==> src/rtl/sram_bus_slave_pkg.sv <==
// Shared definitions for the SRAM bus responder: address width, default
// wait-cycle count, FSM state encoding and the registered pad-strobe bundle.
`ifndef SRAM_ADDRESS_WIDTH
`define SRAM_ADDRESS_WIDTH 20
`endif

package sram_bus_slave_pkg;

    localparam int SRAM_ADDR_W       = `SRAM_ADDRESS_WIDTH;
    localparam int SRAM_WAIT_DEFAULT = 2;

    typedef enum logic [2:0] {
        ST_IDLE      = 3'd0,
        ST_READ      = 3'd1,
        ST_WRITE     = 3'd2,
        ST_WRITE_REC = 3'd3,
        ST_DONE      = 3'd4
    } SramState_t;

    // Pad control lines that are registered together every cycle.
    typedef struct packed {
        logic       ce_n;
        logic       oe_n;
        logic       we_n;
        logic       data_t;
        logic [3:0] be_n;
    } SramStrobe_t;

    // Quiescent pad state: chip deselected, bus released.
    localparam SramStrobe_t STROBE_IDLE = '{ce_n: 1'b1, oe_n: 1'b1, we_n: 1'b1,
                                           data_t: 1'b1, be_n: 4'hF};

endpackage

==> src/rtl/sram_bus_slave_if.sv <==
// Single-word blocking system bus; the master holds a request until stall drops.
interface Bus_if;
    logic [31:0] address;
    logic        read;
    logic        write;
    logic [31:0] data_wr;
    logic [3:0]  mask;
    logic        stall;
    logic [31:0] data_rd;
    logic [31:0] data_rd_2;

    modport master (
        output address, read, write, data_wr, mask,
        input  stall, data_rd, data_rd_2
    );

    modport slave (
        input  address, read, write, data_wr, mask,
        output stall, data_rd, data_rd_2
    );
endinterface

==> src/rtl/sram_bus_slave.sv <==
// Bus responder driving one asynchronous 32-bit SRAM bank. Each access holds
// the strobes for WAIT_CYCLES cycles; writes add one recovery cycle with data
// still driven so the SRAM sees hold time after we_n rises. All pad outputs
// come straight from flops.
module sram_bus_slave
    import sram_bus_slave_pkg::*;
#(
    parameter int WAIT_CYCLES = SRAM_WAIT_DEFAULT,
    parameter int ADDR_WIDTH  = SRAM_ADDR_W
) (
    input  logic                  clk,
    input  logic                  rst_n,
    Bus_if.slave                  bus,
    output logic [ADDR_WIDTH-1:0] sram_addr,
    input  logic [31:0]           sram_data_i,
    output logic [31:0]           sram_data_o,
    output logic                  sram_data_t,
    output logic                  sram_ce_n,
    output logic                  sram_oe_n,
    output logic                  sram_we_n,
    output logic [3:0]            sram_be_n
);

    localparam logic [3:0] WAIT_LOAD = 4'(WAIT_CYCLES - 1);

    SramState_t            state_q, state_d;
    logic [3:0]            cnt_q, cnt_d;
    logic [ADDR_WIDTH-1:0] addr_q, addr_d;
    logic [31:0]           wdata_q, wdata_d;
    logic [3:0]            mask_q, mask_d;
    logic [31:0]           rdata_q, rdata_d;
    SramStrobe_t           strobe_q, strobe_d;

    // Byte-offset and high address bits are decoded elsewhere.
    logic unused_addr_s;
    assign unused_addr_s = ^{bus.address[31:ADDR_WIDTH+2], bus.address[1:0]};

    // State register and wait counter.
    always_ff @(posedge clk or negedge rst_n) begin
        if (!rst_n) begin
            state_q <= ST_IDLE;
            cnt_q   <= 4'd0;
        end else begin
            state_q <= state_d;
            cnt_q   <= cnt_d;
        end
    end

    // Next-state logic: write wins over read; counter runs down in strobe states.
    always_comb begin
        state_d = state_q;
        cnt_d   = cnt_q;
        case (state_q)
            ST_IDLE: begin
                if (bus.write) begin
                    state_d = ST_WRITE;
                    cnt_d   = WAIT_LOAD;
                end else if (bus.read) begin
                    state_d = ST_READ;
                    cnt_d   = WAIT_LOAD;
                end else begin
                    state_d = ST_IDLE;
                end
            end
            ST_READ: begin
                if (cnt_q == 4'd0) begin
                    state_d = ST_DONE;
                end else begin
                    cnt_d = cnt_q - 4'd1;
                end
            end
            ST_WRITE: begin
                if (cnt_q == 4'd0) begin
                    state_d = ST_WRITE_REC;
                end else begin
                    cnt_d = cnt_q - 4'd1;
                end
            end
            ST_WRITE_REC: state_d = ST_DONE;
            ST_DONE:      state_d = ST_IDLE;
            default:      state_d = ST_IDLE;
        endcase
    end

    // Output logic: pad values for the upcoming state, so they are registered.
    always_comb begin
        addr_d   = addr_q;
        wdata_d  = wdata_q;
        mask_d   = mask_q;
        rdata_d  = rdata_q;
        strobe_d = STROBE_IDLE;
        if ((state_q == ST_IDLE) && (state_d != ST_IDLE)) begin
            addr_d  = bus.address[ADDR_WIDTH+1:2];
            wdata_d = bus.data_wr;
            mask_d  = bus.mask;
        end else begin
            addr_d  = addr_q;
            wdata_d = wdata_q;
            mask_d  = mask_q;
        end
        // Sample the pad on the last cycle oe_n is low.
        if ((state_q == ST_READ) && (cnt_q == 4'd0)) begin
            rdata_d = sram_data_i;
        end else begin
            rdata_d = rdata_q;
        end
        case (state_d)
            ST_READ: strobe_d = '{ce_n: 1'b0, oe_n: 1'b0, we_n: 1'b1,
                                  data_t: 1'b1, be_n: 4'b0000};
            // An all-zero mask still runs the cycle but never pulses we_n.
            ST_WRITE: strobe_d = '{ce_n: 1'b0, oe_n: 1'b1,
                                   we_n: (mask_d == 4'b0000),
                                   data_t: 1'b0, be_n: ~mask_d};
            ST_WRITE_REC: strobe_d = '{ce_n: 1'b0, oe_n: 1'b1, we_n: 1'b1,
                                       data_t: 1'b0, be_n: ~mask_d};
            default: strobe_d = STROBE_IDLE;
        endcase
    end

    // Datapath and pad registers.
    always_ff @(posedge clk or negedge rst_n) begin
        if (!rst_n) begin
            addr_q   <= '0;
            wdata_q  <= 32'h0;
            mask_q   <= 4'h0;
            rdata_q  <= 32'h0;
            strobe_q <= STROBE_IDLE;
        end else begin
            addr_q   <= addr_d;
            wdata_q  <= wdata_d;
            mask_q   <= mask_d;
            rdata_q  <= rdata_d;
            strobe_q <= strobe_d;
        end
    end

    assign sram_addr    = addr_q;
    assign sram_data_o  = wdata_q;
    assign sram_data_t  = strobe_q.data_t;
    assign sram_ce_n    = strobe_q.ce_n;
    assign sram_oe_n    = strobe_q.oe_n;
    assign sram_we_n    = strobe_q.we_n;
    assign sram_be_n    = strobe_q.be_n;

    assign bus.stall     = rst_n & (bus.read | bus.write) & (state_q != ST_DONE);
    assign bus.data_rd   = rdata_q;
    assign bus.data_rd_2 = 32'h0;

endmodule

==> src/flat_wrapper.sv <==
// flat-port wrapper written by rule: the top's interface ports become plain ports
module sram_bus_slave_flat import sram_bus_slave_pkg::*;
#(
    parameter int WAIT_CYCLES = SRAM_WAIT_DEFAULT,
    parameter int ADDR_WIDTH  = SRAM_ADDR_W
)
  (clk, rst_n, sram_addr, sram_data_i, sram_data_o, sram_data_t, sram_ce_n, sram_oe_n, sram_we_n, sram_be_n, bus_address, bus_read, bus_write, bus_data_wr, bus_mask, bus_stall, bus_data_rd, bus_data_rd_2);
  Bus_if bus_i ();
  input  logic clk;
  input  logic rst_n;
  output logic [ADDR_WIDTH-1:0] sram_addr;
  input  logic [31:0] sram_data_i;
  output logic [31:0] sram_data_o;
  output logic sram_data_t;
  output logic sram_ce_n;
  output logic sram_oe_n;
  output logic sram_we_n;
  output logic [3:0] sram_be_n;
  input wire logic [$bits(bus_i.address)-1:0] bus_address;
  input wire logic [$bits(bus_i.read)-1:0] bus_read;
  input wire logic [$bits(bus_i.write)-1:0] bus_write;
  input wire logic [$bits(bus_i.data_wr)-1:0] bus_data_wr;
  input wire logic [$bits(bus_i.mask)-1:0] bus_mask;
  output wire logic [$bits(bus_i.stall)-1:0] bus_stall;
  output wire logic [$bits(bus_i.data_rd)-1:0] bus_data_rd;
  output wire logic [$bits(bus_i.data_rd_2)-1:0] bus_data_rd_2;
  assign bus_i.address = bus_address;
  assign bus_i.read = bus_read;
  assign bus_i.write = bus_write;
  assign bus_i.data_wr = bus_data_wr;
  assign bus_i.mask = bus_mask;
  assign bus_stall = bus_i.stall;
  assign bus_data_rd = bus_i.data_rd;
  assign bus_data_rd_2 = bus_i.data_rd_2;
  sram_bus_slave #(.WAIT_CYCLES(WAIT_CYCLES), .ADDR_WIDTH(ADDR_WIDTH)) u_core (.clk(clk), .rst_n(rst_n), .bus(bus_i), .sram_addr(sram_addr), .sram_data_i(sram_data_i), .sram_data_o(sram_data_o), .sram_data_t(sram_data_t), .sram_ce_n(sram_ce_n), .sram_oe_n(sram_oe_n), .sram_we_n(sram_we_n), .sram_be_n(sram_be_n));
endmodule
==> config.mk <==
export PLATFORM = sky130hd
export DESIGN_NAME = sram_bus_slave_flat
export DESIGN_NICKNAME = d
export VERILOG_FILES = /design/src/rtl/sram_bus_slave_pkg.sv /design/src/rtl/sram_bus_slave_if.sv /design/src/rtl/sram_bus_slave.sv /design/src/flat_wrapper.sv
export SDC_FILE = /design/constraint.sdc
export NUM_CORES = 1
export LEC_CHECK = 0
export ABC_AREA = 1
export CORE_ASPECT_RATIO = 1.25
export CORE_MARGIN = 4
export CORE_UTILIZATION = 43
export DETAILED_ROUTE_END_ITERATION = 8
export PLACE_DENSITY = 0.86
export SYNTH_ARGS = -nofsm -noshare
export SYNTH_HDL_FRONTEND = slang
export SYNTH_SLANG_ARGS = --single-unit
==> constraint.sdc <==
create_clock -name clk -period 4.8 [get_ports clk]
set_input_delay 0.72 -clock clk [delete_from_list [all_inputs] [get_ports clk]]
set_output_delay 0.72 -clock clk [all_outputs]
set_load 0.01 [all_outputs]
# Word-level counts from Yosys, hierarchy flattened
# Cells that the tools add are included.
[word_totals]
register_bits = 103
inputBits = 104
out_inout_bits = 125
elab_cells = 45
[op_classes]
n_addsub = 1
n_eq_ne = 9
muxes = 11
bitwise_logic = 4
reduce_logical = 9
[ops]
columns = ["cell", "n"]
rows = [
  ["$pmux W8 S3", 1],
  ["$mux W4", 4],
  ["$eq A3 B2 Y1 const B", 4],
  ["$pmux W3 S4", 1],
  ["$mux W3", 3],
  ["$logic_not A4 Y1", 2],
  ["$pmux W4 S2", 1],
  ["$eq A3 B1 Y1 const B", 2],
  ["$ne A3 B3 Y1 const B", 2],
  ["$not A4 Y4", 1],
  ["$sub A4 B1 Y4 const B", 1],
  ["$logic_not A3 Y1", 1],
  ["$reduce_and A3 Y1", 1],
  ["$reduce_bool A3 Y1", 1],
  ["$and A1 B1 Y1", 2],
  ["$logic_and A1 B1 Y1", 2],
  ["$ne A2 B2 Y1 const B", 1],
  ["$reduce_bool A2 Y1", 1],
  ["$reduce_or A2 Y1", 1],
  ["$mux W1", 1],
  ["$or A1 B1 Y1", 1],
]

# Depth between registers and ports, before layout
[depth]
depth_word = 8
mapped_depth = 12
ltp_nobuf = 11

# Worst setup path before layout
# Ideal clock, no wire load.
[synth_timing]
path_type = "input to output"
from = "input port bus_read"
to = "output port bus_stall"
arrival_ps = 1242
required_time_ps = 4080
setup_slack_ps = 2838
path_stages = 4
n_path_buf = 1
path_cell_list = "or2_0 > buf_2 > nand2_1 > a31oi_1"
[synth_via]
elab_chain_len = 3
[synth_rtl]
columns = ["item", "line_no", "text"]
rows = [
  ["start: declaration", "flat_wrapper.sv:20", "input wire logic [$bits(bus_i.read)-1:0] bus_read;"],
  ["$or A1 B1 Y1", "sram_bus_slave.sv:145", "assign bus.stall = rst_n & (bus.read | bus.write) & (state_q != ST_DONE);"],
  ["$and A1 B1 Y1 (2 in a row)", "sram_bus_slave.sv:145", ""],
  ["end: declaration", "flat_wrapper.sv:24", "output wire logic [$bits(bus_i.stall)-1:0] bus_stall;"],
]
# No other way between the ends.

# Final worst setup path
[layout_timing]
from = "input port bus_write"
to = "output port bus_stall"
[layout_via]
elab_chain_len = 3
[layout_rtl]
columns = ["item", "line_no", "text"]
rows = [
  ["start: declaration", "flat_wrapper.sv:21", "input wire logic [$bits(bus_i.write)-1:0] bus_write;"],
  ["$or A1 B1 Y1", "sram_bus_slave.sv:145", ""],
  ["$and A1 B1 Y1 (2 in a row)", "sram_bus_slave.sv:145", ""],
]
# No other way between the ends.

==> impl_summary.md <==
Worst setup path
For this run, the slowest stage of the critical path takes 0.60 ns. The startpoint identified for the worst register-to-register timing path is u_core.cnt_q[0]. The critical path depth is 5. In this design, the critical path's most frequently occurring cell is clkdlybuf4s50_1.

Among all stages on the critical path, the largest delay is contributed by clkdlybuf4s50_1. The capture instance of the worst register-to-register path is u_core.sram_addr[5]. The kind of cell with the highest combined delay along the critical path is buffers and inverters. In this run the register-to-register setup slack is 1.52 ns. The critical path ends at bus_stall. Together, buffers and inverters on the worst path number 2. The worst setup path is launched from an input pin. The worst register-to-register path has a depth of 7.

The data required time of the critical path is 4.08 ns. The critical path starts at bus_write. The critical path goes through clkdlybuf4s50_1 -> or2_0 -> nand2_1 -> a31oi_1 -> clkdlybuf4s50_1. Along the worst path, the maximum fanout reaches 7. The type of the worst setup path is in2out. The endpoint kind of the worst setup timing path is a primary output. The critical path arrival is 2.68 ns.

Pwr
The cell area power density is 698 nW/µm². The worst-case IR drop observed on VDD is 0.264 mV. The fraction of power spent switching nets is 31.6%. The combinational fraction of design power is 50.3%. Internal power comes to 3.09 mW. The part of the power in the clock network is 15.2%.

The net switching power of the design is 1.43 mW. The proportion of power drawn by flip-flops and latches is 34.5%. The leakage component of the power is 2.95 nW.

Die
During I/O placement, the number of pins put on the boundary was 229. The effective utilization at floorplan is 43.9%. In this run the core area contains 41 standard-cell rows. The die covers 12000 µm². In this run the horizontal extent of the chip is 98.9 µm.

Measured along the y axis, the die boundary spans 122 µm. The region available for standard cell placement spans 10100 µm².

Status
The run finished with clean final reports.

GRT
In the global route stage, met3 resource usage came out at 5.27%. The met2 track utilization from global routing is 32.7%. The number of antenna violations at the first check in global routing came to 0. The first-pass GRT wire length is 16700 µm. The met1 layer usage reported by global route is 20.1%. In the global route stage, overall resource usage came out at 17.9%.

The maximum number of pins on one net before global-route repair is 76. The total grt overflow is 0. The number of global-route vias before repair is 3203. The layer flagged by global routing as most heavily used is met2.

Clock tree
Clock-pin slew was measured on the worst setup and hold paths at 0.07 ns. In this run, post-CTS hold repair placed 0 buffers. For the worst-skew pair, the clock arrives at the later sink with an insertion delay of 0.34 ns. The clock passes through at most 2 buffers.

The number of levels in the clock H-tree is 3. The CTS tree is built. In this run, post-CTS repair resized a total of 0 instances.

The clock net sink count is 103. The number of buffers added by the clock tree synthesis step is 9. Post-CTS timing repair inserted 0 buffers for setup. The clock tree root buffer cell is clkbuf_16.

Cells and area
The most common library cell in the layout ignoring fill and taps is clkdlybuf4s50_1. The number of antenna repair diodes is 0. The area added between synthesis and finish is 46.2%. The count of cells in the finished layout, fillers not included, comes to 630. Of the cells placed in the final design, the portion with a size suffix greater than 1 is 23.4%. In the layout the commonest cells are clkdlybuf4s50_1 (183), dfrtp_1 (95), mux2_2 (42). At the end of the flow, the number of nets in the layout was 601.

Synthesis
The number of register bits inferred by synthesis is 103. Yosys printed 0 warnings. The cell area after synthesis is 4440 µm². Synthesis instantiated 27 different standard cells from the library. The cell type with the largest total area after synthesis is dfrtp_1. The share of synthesized area in the top cell type comes to 53.6%. Synthesis produced 312 cells.

By area the synthesized netlist is led by dfrtp_1 (54%), mux2_4 (14%), mux2_2 (11%), buf_4 (5.4%), dfstp_2 (4.7%). The synthesized area per cell is 14.2 µm². The sequential area share after synthesis is 58.3%.

Timing
The max-slew violation count is 0. The worst setup skew after layout is 0.0118 ns. Setup repair after global routing left no endpoint under its margin.

Measured against its own limit, the worst slew margin works out to 28.9%. The total count of hold-check failures in the final report was 0. The number of endpoints failing setup at the final stage is 0. The minimum period implied by the final worst setup slack is 3.40 ns. In the finished design, the share of the clock period the worst path needs comes to 70.9%. The post-route setup TNS is 0 ns. The slew at the pin with the worst max-slew slack is 1.07 ns. Timing would allow up to 294 MHz.

Worst hold path
The path type of the worst min-delay path is in2async.

Routing
In this run, the number of DRC markers left after iteration 0 of detailed routing was 71. The routed layout has 2962 vias. The final layout contains routed wiring with a total length of 10800 µm.

The count of unresolved DRC violations after routing is 0. After detailed routing, the number of vias per cell comes to 4.70. The number of routed nets with antenna violations is 0.

The count of TritonRoute iterations in the first routing pass is 4. Dividing the detail-routed wire length by the instance count gives 17.1 µm.

Job
The reported max-cap violation count is 0.

Placed design
The congestion estimate from routability-driven global placement came to 0.841. Summed over all nets, the half-perimeter wirelength after detailed placement is 8080 µm. The count of buffers from port buffering is 184. The placed cell count is 614.
==> cell type report <==
cell class                      instances  area (µm²)
Tap cell                              129         161
Inverter                               17        63.8
Clock buffer                           12         256
Fill cell                             752        3620
Clock inverter                          4        27.5
Multi-Input combinational cell        180        1540
Sequential cell                       103        2590
Timing Repair Buffer                  185        1850
==> power groups by stage <==
| stage | clock network (mW) | logic [mW] | registers (mW) |
|---|---|---|---|
| after detailed placement | 0 | 2.29 | 1.58 |
| after floorplan | 0 | 1.06 | 1.74 |
| after global routing | 0.745 | 2.43 | 1.62 |
| after global placement | 0 | 2.23 | 1.53 |
| after CTS | 0.708 | 2.31 | 1.57 |
| final | 0.690 | 2.28 | 1.56 |
==> cells by family after synthesis <==
family / synth area share, %
AO/OA/AOI/OAI: 1.27
flip-flops: 58.3
adder cells (fa/ha/maj): 0.282
multiplexers: 24.8
other: 0.0845
AND/OR/NAND/NOR: 5.36
buffers and inverters: 9.70
XOR/XNOR: 0.197
==> worst register-to-register path, cell delays in order, from the launching register on <==
cell and delay, ns:
dfrtp_1 0.34, inv_1 0.07, ha_1 0.22, nand2_1 0.11
nor2_2 0.06, nand2_2 0.70, nand3_4 1.03, mux2_2 0.65
==> worst min-delay path by stage <==
stage | startpoint | end | slack, ns | cells after the start
after floorplan | rst_n | u_core.bus.data_rd[0] | 0.42 | 0
final | rst_n | u_core.sram_data_o[18] | 0.30 | 1
after global placement | u_core.cnt_q[0] | u_core.cnt_q[0] | 0.47 | 2
after CTS | rst_n | u_core.sram_data_o[22] | 0.31 | 1
after detailed placement | u_core.cnt_q[1] | u_core.cnt_q[1] | 0.48 | 2
after global routing | rst_n | u_core.sram_data_o[18] | 0.33 | 1
==> Yosys cell counts, drive strengths merged <==
cell / instances
nor2: 12
or2: 2
xnor2: 1
o21ai: 5
ha: 1
nand3: 3
a31oi: 1
a21oi: 2
nand4: 4
mux2: 84
dfstp: 8
nand2: 30
dfrtp: 95
buf: 43
o2111ai: 1
conb: 1
inv: 17
nor3: 2
==> flip-flops by register name, indices dropped and copies added, names as in the netlist <==
signal              flops
u_core.sram_ce_n        1
u_core.sram_oe_n        1
u_core.sram_we_n        1
u_core.state_q          3
u_core.sram_addr       20
u_core.mask_q           4
u_core.sram_data_o     32
u_core.cnt_q            4
u_core.sram_be_n        4
u_core.sram_data_t      1
u_core.bus.data_rd     32
==> layer usage <==
metal / wire length (µm) / vias up
met3: 866 / 13
met2: 5870 / 133
li1: - / 1342
met5: 0 / -
met1: 3890 / 1474
met4: 170 / 0
==> stage by stage <==
stage	utilization (%)	total power, mW	instance area, µm²	worst slack, ns	hold WS (ns)
6_report	64.2	4.53	6490	1.40	0.304
2_1_floorplan	-	2.81	4550	2.84	0.424
3_5_place_dp	61.4	3.87	6200	1.40	0.475
5_1_grt	64.2	4.79	6490	1.23	0.325
3_3_place_gp	61.4	3.77	6200	1.47	0.469
4_1_cts	64.2	4.59	6490	1.40	0.312
Power figures use the tool's default switching activity.
